File: src/rtl/mem_access_ctrl.sv
// mem_access_ctrl: sequences direct and indirect loads and stores onto a
// simple request/acknowledge memory port.
// Optional build macro MEM_ACCESS_TIMEOUT_EN adds a wait counter that aborts
// an access with err=1 after TIMEOUT_CYC unacknowledged request cycles.
// Without the macro the block waits for Data_ack indefinitely and err is 0.
module mem_access_ctrl #(
    parameter int DATA_W      = 16,
    parameter int ADDR_W      = 16,
    parameter int TIMEOUT_CYC = 15
) (
    input  logic              clock,
    input  logic              reset,
    input  logic              start,
    input  logic [1:0]        mem_op,
    input  logic [ADDR_W-1:0] M_Addr,
    input  logic [DATA_W-1:0] M_Data,
    input  logic [DATA_W-1:0] Data_dout,
    input  logic              Data_ack,
    output logic [ADDR_W-1:0] Data_addr,
    output logic [DATA_W-1:0] Data_din,
    output logic              Data_rd,
    output logic              Data_req,
    output logic [DATA_W-1:0] memout,
    output logic              busy,
    output logic              done,
    output logic              err
);

    typedef enum logic [2:0] {
        IDLE    = 3'd0,
        IND_RD  = 3'd1,
        DATA_RD = 3'd2,
        DATA_WR = 3'd3,
        DONE    = 3'd4
    } state_t;

    localparam logic [1:0] OP_LD  = 2'b00;
    localparam logic [1:0] OP_ST  = 2'b01;
    localparam logic [1:0] OP_STI = 2'b11;

    state_t            state;
    logic [1:0]        op_q;
    logic [DATA_W-1:0] data_q;

`ifdef MEM_ACCESS_TIMEOUT_EN
    localparam int CNT_W = (TIMEOUT_CYC < 2) ? 1 : $clog2(TIMEOUT_CYC + 1);
    localparam logic [CNT_W-1:0] CNT_LAST = CNT_W'(TIMEOUT_CYC - 1);
    logic [CNT_W-1:0]  wait_cnt;
    logic              err_q;
`endif

    // Pointer fetched from memory becomes an address: truncate or zero-extend.
    function automatic logic [ADDR_W-1:0] to_addr(input logic [DATA_W-1:0] d);
        logic [ADDR_W-1:0] a;
        a = '0;
        for (int i = 0; i < ADDR_W; i++) begin
            if (i < DATA_W) a[i] = d[i];
        end
        return a;
    endfunction

    // Main sequencer: state, registered memory-port outputs and status.
    always_ff @(posedge clock) begin
        if (!reset) begin
            state     <= IDLE;
            op_q      <= OP_LD;
            data_q    <= '0;
            Data_addr <= '0;
            Data_din  <= '0;
            Data_rd   <= 1'b1;
            Data_req  <= 1'b0;
            memout    <= '0;
            busy      <= 1'b0;
            done      <= 1'b0;
`ifdef MEM_ACCESS_TIMEOUT_EN
            wait_cnt  <= '0;
            err_q     <= 1'b0;
`endif
        end else begin
            done <= 1'b0;
            case (state)
                IDLE: begin
                    if (start) begin
                        op_q      <= mem_op;
                        data_q    <= M_Data;
                        Data_addr <= M_Addr;
                        Data_req  <= 1'b1;
                        busy      <= 1'b1;
`ifdef MEM_ACCESS_TIMEOUT_EN
                        err_q     <= 1'b0;
`endif
                        if (mem_op == OP_LD) begin
                            Data_rd <= 1'b1;
                            state   <= DATA_RD;
                        end else if (mem_op == OP_ST) begin
                            Data_rd  <= 1'b0;
                            Data_din <= M_Data;
                            state    <= DATA_WR;
                        end else begin
                            Data_rd <= 1'b1;
                            state   <= IND_RD;
                        end
                    end
                end
                IND_RD: begin
                    // Request drops for one cycle while the pointer becomes the address.
                    if (Data_ack) begin
                        Data_addr <= to_addr(Data_dout);
                        Data_req  <= 1'b0;
                        state     <= (op_q == OP_STI) ? DATA_WR : DATA_RD;
                    end
                end
                DATA_RD: begin
                    if (!Data_req) begin
                        Data_req <= 1'b1;
                        Data_rd  <= 1'b1;
                    end else if (Data_ack) begin
                        memout   <= Data_dout;
                        Data_req <= 1'b0;
                        state    <= DONE;
                    end
                end
                DATA_WR: begin
                    if (!Data_req) begin
                        Data_req <= 1'b1;
                        Data_rd  <= 1'b0;
                        Data_din <= data_q;
                    end else if (Data_ack) begin
                        Data_req <= 1'b0;
                        Data_rd  <= 1'b1;
                        state    <= DONE;
                    end
                end
                DONE: begin
                    done  <= 1'b1;
                    busy  <= 1'b0;
                    state <= IDLE;
                end
                default: begin
                    Data_req <= 1'b0;
                    Data_rd  <= 1'b1;
                    busy     <= 1'b0;
                    state    <= IDLE;
                end
            endcase
`ifdef MEM_ACCESS_TIMEOUT_EN
            // Count unacknowledged request cycles; the abort overrides the case above.
            if (Data_req && !Data_ack) begin
                if (wait_cnt == CNT_LAST) begin
                    wait_cnt <= '0;
                    Data_req <= 1'b0;
                    Data_rd  <= 1'b1;
                    err_q    <= 1'b1;
                    state    <= DONE;
                end else begin
                    wait_cnt <= wait_cnt + 1'b1;
                end
            end else begin
                wait_cnt <= '0;
            end
`endif
        end
    end

`ifdef MEM_ACCESS_TIMEOUT_EN
    assign err = err_q;
`else
    assign err = 1'b0;
`endif

endmodule

File: config.mk
export PLATFORM = sky130hd
export DESIGN_NAME = mem_access_ctrl
export DESIGN_NICKNAME = d
export VERILOG_FILES = /design/src/rtl/mem_access_ctrl.sv
export SDC_FILE = /design/constraint.sdc
export NUM_CORES = 1
export LEC_CHECK = 0
export BUFFER_PORTS_ARGS = -buffer_cell sky130_fd_sc_hd__buf_2
export CAP_MARGIN = 5
export CORE_MARGIN = 5
export CORE_UTILIZATION = 45
export DETAILED_ROUTE_END_ITERATION = 10
export PLACE_DENSITY = 0.75
export REMOVE_ABC_BUFFERS = 1
export SLEW_MARGIN = 0
export SYNTH_ARGS = -nofsm -noshare
export SYNTH_HDL_FRONTEND = slang
export SYNTH_SLANG_ARGS = --single-unit
File: constraint.sdc
create_clock -name clock -period 1.46 [get_ports clock]
set_input_delay 0.073 -clock clock [delete_from_list [all_inputs] [get_ports clock]]
set_output_delay 0.073 -clock clock [all_outputs]
set_load 0.01 [all_outputs]
Word level (Yosys, flattened, before mapping)
Cells that the tools add are included.
- bits in registers: 73
- memories: 0
- bits in writable memories: 0
- output and inout port bits: 53
- memory bits (read-only): 0
- bits in latches: 0
- div/mod/pow operators: 0
- order comparisons: 0
- shifts and indexed selects: 0
- reductions and logical operators: 15
- bitwise operators: 3
- multiply operators: 0
- multiplexer cells: 30
- $add $sub $neg: 0
- eq/ne operators: 15
- operators by type and width (operator ; number):
    2-to-1 mux 16 bit ; 6
    one-hot mux 16 bit (2 select lines) ; 2
    2-to-1 mux 1 bit ; 12
    2-to-1 mux 3 bit ; 4
    inequality test 2 bit (second input constant) ; 6
    one-hot mux 3 bit (3 select lines) ; 1
    AND reduction 3 bit ; 3
    one-hot mux 1 bit (4 select lines) ; 2
    AND reduction 4 bit ; 2
    equality test 3 x 2 -> 1 bit (second input constant) ; 2
    AND reduction 5 bit ; 1
    2-to-1 mux 2 bit ; 2
    inequality test 2 x 1 -> 1 bit (second input constant) ; 2
    AND reduction 2 bit ; 2
    nonzero test 2 bit ; 2
    OR reduction 2 bit ; 2
    equality test 3 x 1 -> 1 bit (second input constant) ; 1
    equality test 3 bit (second input constant) ; 1
    zero test 3 bit ; 1
    inequality test 3 bit (second input constant) ; 1
    NOT 1 bit ; 3
    OR reduction 3 bit ; 1
    equality test 2 x 1 -> 1 bit (second input constant) ; 1
    equality test 2 bit (second input constant) ; 1
    other kinds (2) ; 2

Depth between registers and ports, before layout
Gate-level depths: netlist of run 1.
- word-level depth: 5
- mapped depth: 6
- mapped depth without buffers: 4

Worst setup path before layout of run 1
No wires, ideal clock.
- path kind: register to register
- start: register Data_req
- end: register memout[10]
- period minus slack after synthesis: 1537 ps
- data arrival time: 1409 ps
- required time: 1332 ps
- library setup time: 128 ps
- path buffers: 1
- stages on the path, launching flop included: 6
- path slack: -77 ps
- path through: dfxtp_1 -> nand2b_1 -> nor3_4 -> buf_6 -> mux2i_1 -> nor2_1
- word-level cells in the longest chain between the ends: 1
- ends and longest elaborated chain (what ; line ; source):
    from (decl) ; 22 ; output logic Data_req,
    from (signal assigned) ; 71 ; Data_req <= 1'b0;
    from (signal assigned) ; 87 ; Data_req <= 1'b1;
    from (signal assigned) ; 109 ; Data_req <= 1'b0;
    AND reduction 3 bit (no line) ; -- ;
    to (signal assigned) ; 118 ; memout <= Data_dout;
    to (decl) ; 23 ; output logic [DATA_W-1:0] memout,
Every way passes these cells.
A chain may end at the register's enable or synchronous reset.

Worst setup path in the final report of run 1
- start: register state[1]
- end: register Data_din[12]
- word-level cells in the longest chain between the ends: 3
- elaborated cells between the ends (all ways): 9
- ends and longest elaborated chain (what ; line ; source):
    from (decl) ; 41 ; state_t state;
    from (signal assigned) ; 110 ; state <= (op_q == OP_STI) ? DATA_WR : DATA_RD;
    equality test 3 x 2 -> 1 bit or zero test 3 bit (tied branches) ; 81 ; case (state)
    inequality test 2 bit (no line) or nonzero test 2 bit (tied branches) ; -- ;
    AND reduction 5 bit (no line) ; -- ;
    to (signal assigned) ; 97 ; Data_din <= M_Data;
    to (signal assigned) ; 127 ; Data_din <= data_q;
    to (decl) ; 20 ; output logic [DATA_W-1:0] Data_din,
Several ways; a longest one is shown, not always the timed one.

==> run_results.csv, run 1 <==
group,metric,value,unit
outcome,status,"complete, but fails checks",
outcome,violations,"setup timing",
route,drt_iter0_markers,152,
placed_design,hpwl,5828,µm
sta,period_minus_slack,1.518,ns
sta,setup_viol,17,
synthesis,synth.ff_latch_count,73,
synthesis,postSynthCellCount,327,
floorplanning,die_w,93.94,µm
power_and_ir_drop,pwr-share-seq,0.402,
route,drc_errors,0,
placed_design,dp_slack,-0.03046,ns
synthesis,yosysSeqAreaShare,0.4609,
global_route,track_usage,0.1997,
sta,finClkSkew,0.009168,ns
power_and_ir_drop,internal-power,0.004027,W
synthesis,ys_types,41,
layout,n_antenna_cell,0,
route,via_per_inst,5.291,
power_and_ir_drop,combPwrFrac,0.331,
route,first_pass_iters,4,
route,wl_per_cell,16.44,µm
layout,layout.nets,538,
synthesis,ys_warn_count,0,
run,cap_violations,0,
sta,tns,-0.2630,ns
power_and_ir_drop,p_switching,0.001898,W
sta,fin_crit_sh,1.040,
synthesis,synth-edff-count,0,
power_and_ir_drop,vdd_drop_max,0.0007275,V
setup_path,worstPathRequired,1.71,ns
route,vias,3095,
placed_design,placed_area,0.003896,mm²
layout,drive_above_1_share,0.4540,
placed_design,dp_cells,527,
floorplanning,io-pin-count,107,
worst_hold_path,worstHoldPathType,"in -> reg",
route,antenna_left,0,
power_and_ir_drop,clkPwrFrac,0.267,
sta,tightest_slew,0.5977,ns
cts,cts_buffers,9,
floorplanning,initial_core_util,0.4641,
cts,cts_tree,"yes",
cts,clock-root-buffer,"clkbuf_8",
sta,rsz0062_at_grt,"true",
route,routed_wl,9615,µm
synthesis,synth_area_per_cell,9.696,µm²
layout,fin_cells,585,
synthesis,synth-main-ff-cell,"dfxtp_1",
setup_path,worst_setup_path_start_kind,"flip-flop",
global_route,grt_pass1_wl,13990,µm
placed_design,gp_congestion,0.8546,
setup_path,cp_max_fo,6,
cts,cts_buffer_depth,2,
floorplanning,die_h,93.94,µm
sta,hold_violations,0,
cts,cts_sinks,73,
floorplanning,num_rows,30,
sta,max_freq,658.6,MHz
global_route,grt_pass1_vias,3093,
synthesis,syn_area,0.003171,mm²
global_route,grt_max_degree,38,
setup_path,critPathKind,"reg -> reg",
sta,setup_slack,-0.05837,ns
synthesis,async_reset_ff_frac,0,
layout,fin_util,0.7062,
power_and_ir_drop,p_leak,2.121,nW
floorplanning,dieArea,0.008825,mm²
sta,slew-limit-headroom,0.5979,
power_and_ir_drop,p_per_area,1228,mW/mm²
layout,area.growth.synth_to_final,52.17,%
sta,report.final.slew_viol_count,0,
global_route,antenna_found_initial,0,
layout,finalInstanceArea,0.004825,mm²
global_route,overflow,0,
placed_design,io_buffers,105,
layout,n_fill_cell,501,
setup_path,end_kind,"flip-flop",
cts,clk_pin_slew,0.08,ns
cts,htree_levels,3,
power_and_ir_drop,p_sw_frac,0.3204,
setup_path,arrival,1.77,ns
floorplanning,coreArea,0.006832,mm²
cts,worst_skew_pair.late_latency,0.35,ns
[kinds of logic after synthesis]
group / synth area share
AO/OA/AOI/OAI: 0.1906
multiplexers: 0.1547
buffers and inverters: 0.05880
flip-flops: 0.4609
AND/OR/NAND/NOR: 0.1338
other: 0.001183
[layer usage]
metal,part of all wire,global-route usage,wire length (µm),vias to the layer above
li1,-,-,-,1474
met1,0.40,0.2261,3854,1475
met2,0.50,0.3430,4803,127
met3,0.080,0.06731,766,19
met4,0.020,0.08063,191,0
met5,0,0,0,-
[flip-flops by register name, indices dropped and copies added, names as in the netlist]
| name | cells |
|---|---|
| Data_addr | 16 |
| Data_din | 16 |
| data_q | 16 |
| memout | 16 |
| state | 3 |
| op_q | 2 |
| Data_rd | 1 |
| Data_req | 1 |
| busy | 1 |
| done | 1 |
[final timing paths]
check	from	end	slack [ns]	depth (start not counted)
worst max-delay path	state[1]$_SDFFE_PN0P_	Data_din[12]$_SDFFE_PN0P_	-0.06	5
worst min register to register	data_q[3]$_SDFFE_PN0P_	data_q[3]$_SDFFE_PN0P_	0.46	2
worst max register to register	state[1]$_SDFFE_PN0P_	Data_din[12]$_SDFFE_PN0P_	-0.06	5
worst min-delay path	mem_op[0]	op_q[0]$_SDFFE_PN0P_	0.01	3
[through the flow]
step	total power, W	hold WS [ns]
floorplan	0.003220	0.1530
global placement	0.003830	0.3233
detailed placement	0.003876	0.3342
CTS	0.005524	0.0007211
global route	0.006224	0.009729
finish	0.005925	0.009562
[synthesized netlist by cell type (all sizes together), types with 4 or more instances]
master	number	area [µm²]
a21oi	34	170.2
nand2	40	150.1
nand2b	4	25.02
nor2	36	135.1
buf	19	148.9
dfxtp	73	1461
clkbuf	7	26.28
mux2i	49	490.5
a211oi	30	280.3
[repair_timing]
action,4_1_cts,5_1_grt
resized for setup,4,65
hold buffers,31,0
pin swaps,0,34
cloned,0,4
endpoints found under the hold margin,31,0
buffers inserted,1,6
setup endpoints to repair,30,69
[cell usage in the layout (no fill, tap or decap), types with 6 or more instances in the layout]
cell	instances
buf_2	105
dfxtp_1	70
nand2_1	39
mux2i_1	38
a21oi_1	34
dlygate4sd3_1	31
a211oi_2	24
nor2_1	23
buf_4	19
nor2_2	11
clkbuf_8	10
mux2i_2	9
buf_12	7
a211oi_1	6
[power groups by stage]
stage / logic, W / registers [W] / clock network [W]
final: 0.00196 / 0.00238 / 0.00158
after global routing: 0.00211 / 0.00241 / 0.00170
after CTS: 0.00156 / 0.00235 / 0.00161
after detailed placement: 0.00148 / 0.00239 / 0
after global placement: 0.00145 / 0.00238 / 0
after floorplan: 0.000735 / 0.00248 / 0
[area by class of cell]
| type | instances | area, µm² | share of cell area |
|---|---|---|---|
| well taps | 96 | 120.1 | 0.02490 |
| clock buffers | 11 | 141.4 | 0.02931 |
| flip-flops and latches | 73 | 1470 | 0.3047 |
| clock inverters | 5 | 55.05 | 0.01141 |
| multi-input cells | 225 | 1743 | 0.3613 |
| repair buffers | 172 | 1284 | 0.2661 |
| inverters | 3 | 11.26 | 0.002334 |
[critical path, stage by stage (launching register included)]
cell and delay, ns:
dfxtp_4 0.37, and2_4 0.17, a221oi_4 0.35, buf_4 0.21, a21oi_1 0.08, a211oi_1 0.25
(Power assumes the default switching activity.)
==> inputs of run 2 (changes only) <==
--- a/config.mk
+++ b/config.mk
@@ -11,7 +11,9 @@
 export CORE_UTILIZATION = 45
 export DETAILED_ROUTE_END_ITERATION = 10
 export PLACE_DENSITY = 0.75
+export RECOVER_POWER = 100
 export REMOVE_ABC_BUFFERS = 1
+export SKIP_CTS_REPAIR_TIMING = 1
 export SLEW_MARGIN = 0
 export SYNTH_ARGS = -nofsm -noshare
 export SYNTH_HDL_FRONTEND = slang
==> run 2 against run 1 <==
  * The run ends with hold timing, setup timing left
  * Fmax grew 2.1%
  * Final cell count is 2.4% lower
  * Clock skew down 0.0015 ns
  * Via count is 3.8% lower
==> run_results.csv, run 2 (synthesis results as in run 1) <==
group,metric,value,unit
floorplanning,dieArea,0.008825,mm²
layout,n_antenna_cell,0,
layout,n_fill_cell,561,
sta,rsz0062_at_grt,"true",
setup_path,critPathKind,"reg -> reg",
placed_design,gp_congestion,0.8546,
global_route,grt_pass1_vias,2884,
route,drc_errors,0,
setup_path,cp_max_fo,7,
power_and_ir_drop,p_per_area,1265,mW/mm²
cts,clock-root-buffer,"clkbuf_8",
global_route,grt_pass1_wl,13090,µm
sta,setup_viol,13,
floorplanning,coreArea,0.006832,mm²
floorplanning,io-pin-count,107,
cts,cts_buffers,9,
sta,setup_slack,-0.02781,ns
sta,tns,-0.1377,ns
sta,hold_violations,7,
sta,whs,-0.01950,ns
run,cap_violations,0,
power_and_ir_drop,power,0.005780,W
worst_hold_path,min-delay-start,"Data_dout[1]",
cts,htree_levels,3,
setup_path,worstPathRequired,1.72,ns
placed_design,hpwl,5828,µm
cts,cts_buffer_depth,2,
floorplanning,die_w,93.94,µm
layout,final_common_cell,"dfxtp_1",
setup_path,crit_start,"state[1]$_SDFFE_PN0P_",
route,routed_wl,8937,µm
global_route,track_usage,0.1878,
sta,finClkSkew,0.007668,ns
outcome,status,"complete, but fails checks",
cts,cts_sinks,73,
cts,worst_skew_pair.late_latency,0.34,ns
power_and_ir_drop,p_leak,1.867,nW
floorplanning,die_h,93.94,µm
cts,cts_tree,"yes",
route,wl_per_cell,15.65,µm
cts,clk_pin_slew,0.08,ns
worst_hold_path,worstHoldPathType,"in -> reg",
layout,area.growth.synth_to_final,44.16,%
global_route,antenna_found_initial,0,
route,via_per_inst,5.215,
placed_design,io_buffers,105,
outcome,violations,"hold timing, setup timing",
setup_path,end_kind,"flip-flop",
route,first_pass_iters,6,
sta,period_minus_slack,1.488,ns
setup_path,slowest_stage,"dfxtp_4",
layout,layout.nets,524,
sta,fin_crit_sh,1.019,
setup_path,reg2reg_slack,-0.03,ns
route,antenna_left,0,
setup_path,arrival,1.75,ns
setup_path,max_stage_delay,0.37,ns
global_route,overflow,0,
setup_path,worst_setup_path_start_kind,"flip-flop",
setup_path,critPathBufInv,2,
setup_path,crit_chain,"and2_4 -> a221oi_4 -> buf_6 -> buf_12 -> a21oi_1 -> a211oi_2",
layout,layout_common_cells,"dfxtp_1 (70), buf_2 (59), clkbuf_1 (47)",
power_and_ir_drop,vdd_drop_max,0.0007314,V
route,vias,2978,
global_route,grt_max_degree,38,
layout,drive_above_1_share,0.3495,
route,drt_iter0_markers,118,
sta,max_freq,672.1,MHz
sta,report.final.slew_viol_count,0,
floorplanning,num_rows,30,
setup_path,cpLargestDelayFamily,"compound AO/OA/AOI/OAI gates",
setup_path,rr_startpoint,"state[1]$_SDFFE_PN0P_",
floorplanning,initial_core_util,0.4641,
[run 2: changes by cell type in the layout (fill, tap and decap cells not counted), sizes merged]
cell	before	now
buf	138	92
clkbuf	14	60
dlygate4sd3	31	17
[run 2: worst min-delay path: stages]
cell and delay (ns):
buf_2 0.09, mux2i_1 0.06, nor2_1 0.07
[run 2: stage by stage]
| stage | worst slack (ns) | utilization | instances | cell area [µm²] | hold WS, ns |
|---|---|---|---|---|---|
| final | -0.02781 | 0.6690 | 571 | 4571 | -0.01950 |
| after global routing | -0.09836 | 0.6690 | 571 | 4571 | -0.0004904 |
| after CTS | -0.07496 | 0.5991 | 543 | 4093 | -0.03965 |
| after detailed placement | -0.03046 | 0.5703 | 527 | 3896 | 0.3342 |
| after global placement | 0.02431 | 0.5703 | 527 | 3896 | 0.3233 |
| after floorplan | -1.591 | - | 301 | 2995 | 0.1530 |
[run 2: area by class of cell]
type	instances	area (µm²)	area share
Timing Repair Buffer	158	1082	0.2368
Clock buffer	11	141.4	0.03093
Sequential cell	73	1470	0.3217
Tap cell	96	120.1	0.02628
Clock inverter	5	55.05	0.01204
Inverter	3	11.26	0.002464
Multi-Input combinational cell	225	1690	0.3698
[run 2: where the power goes]
part           switching [W]  total (W)  internal (W)
Combinational       0.000946    0.00183      0.000883
Sequential          0.000154    0.00238       0.00223
Clock               0.000741    0.00157      0.000831
[run 2: final timing paths]
| kind | end | depth (start not counted) |
|---|---|---|
| max | Data_din[2]$_SDFFE_PN0P_ | 6 |
| min | memout[1]$_SDFFE_PN0P_ | 3 |
| max reg2reg | Data_din[2]$_SDFFE_PN0P_ | 6 |
| min reg2reg | data_q[11]$_SDFFE_PN0P_ | 2 |
[run 2: layer usage]
metal	track usage	share of wire	vias up
li1	-	-	1441
met1	0.2156	0.41	1418
met2	0.3099	0.50	102
met3	0.07212	0.078	17
met4	0.08063	0.020	0
met5	0	0	-
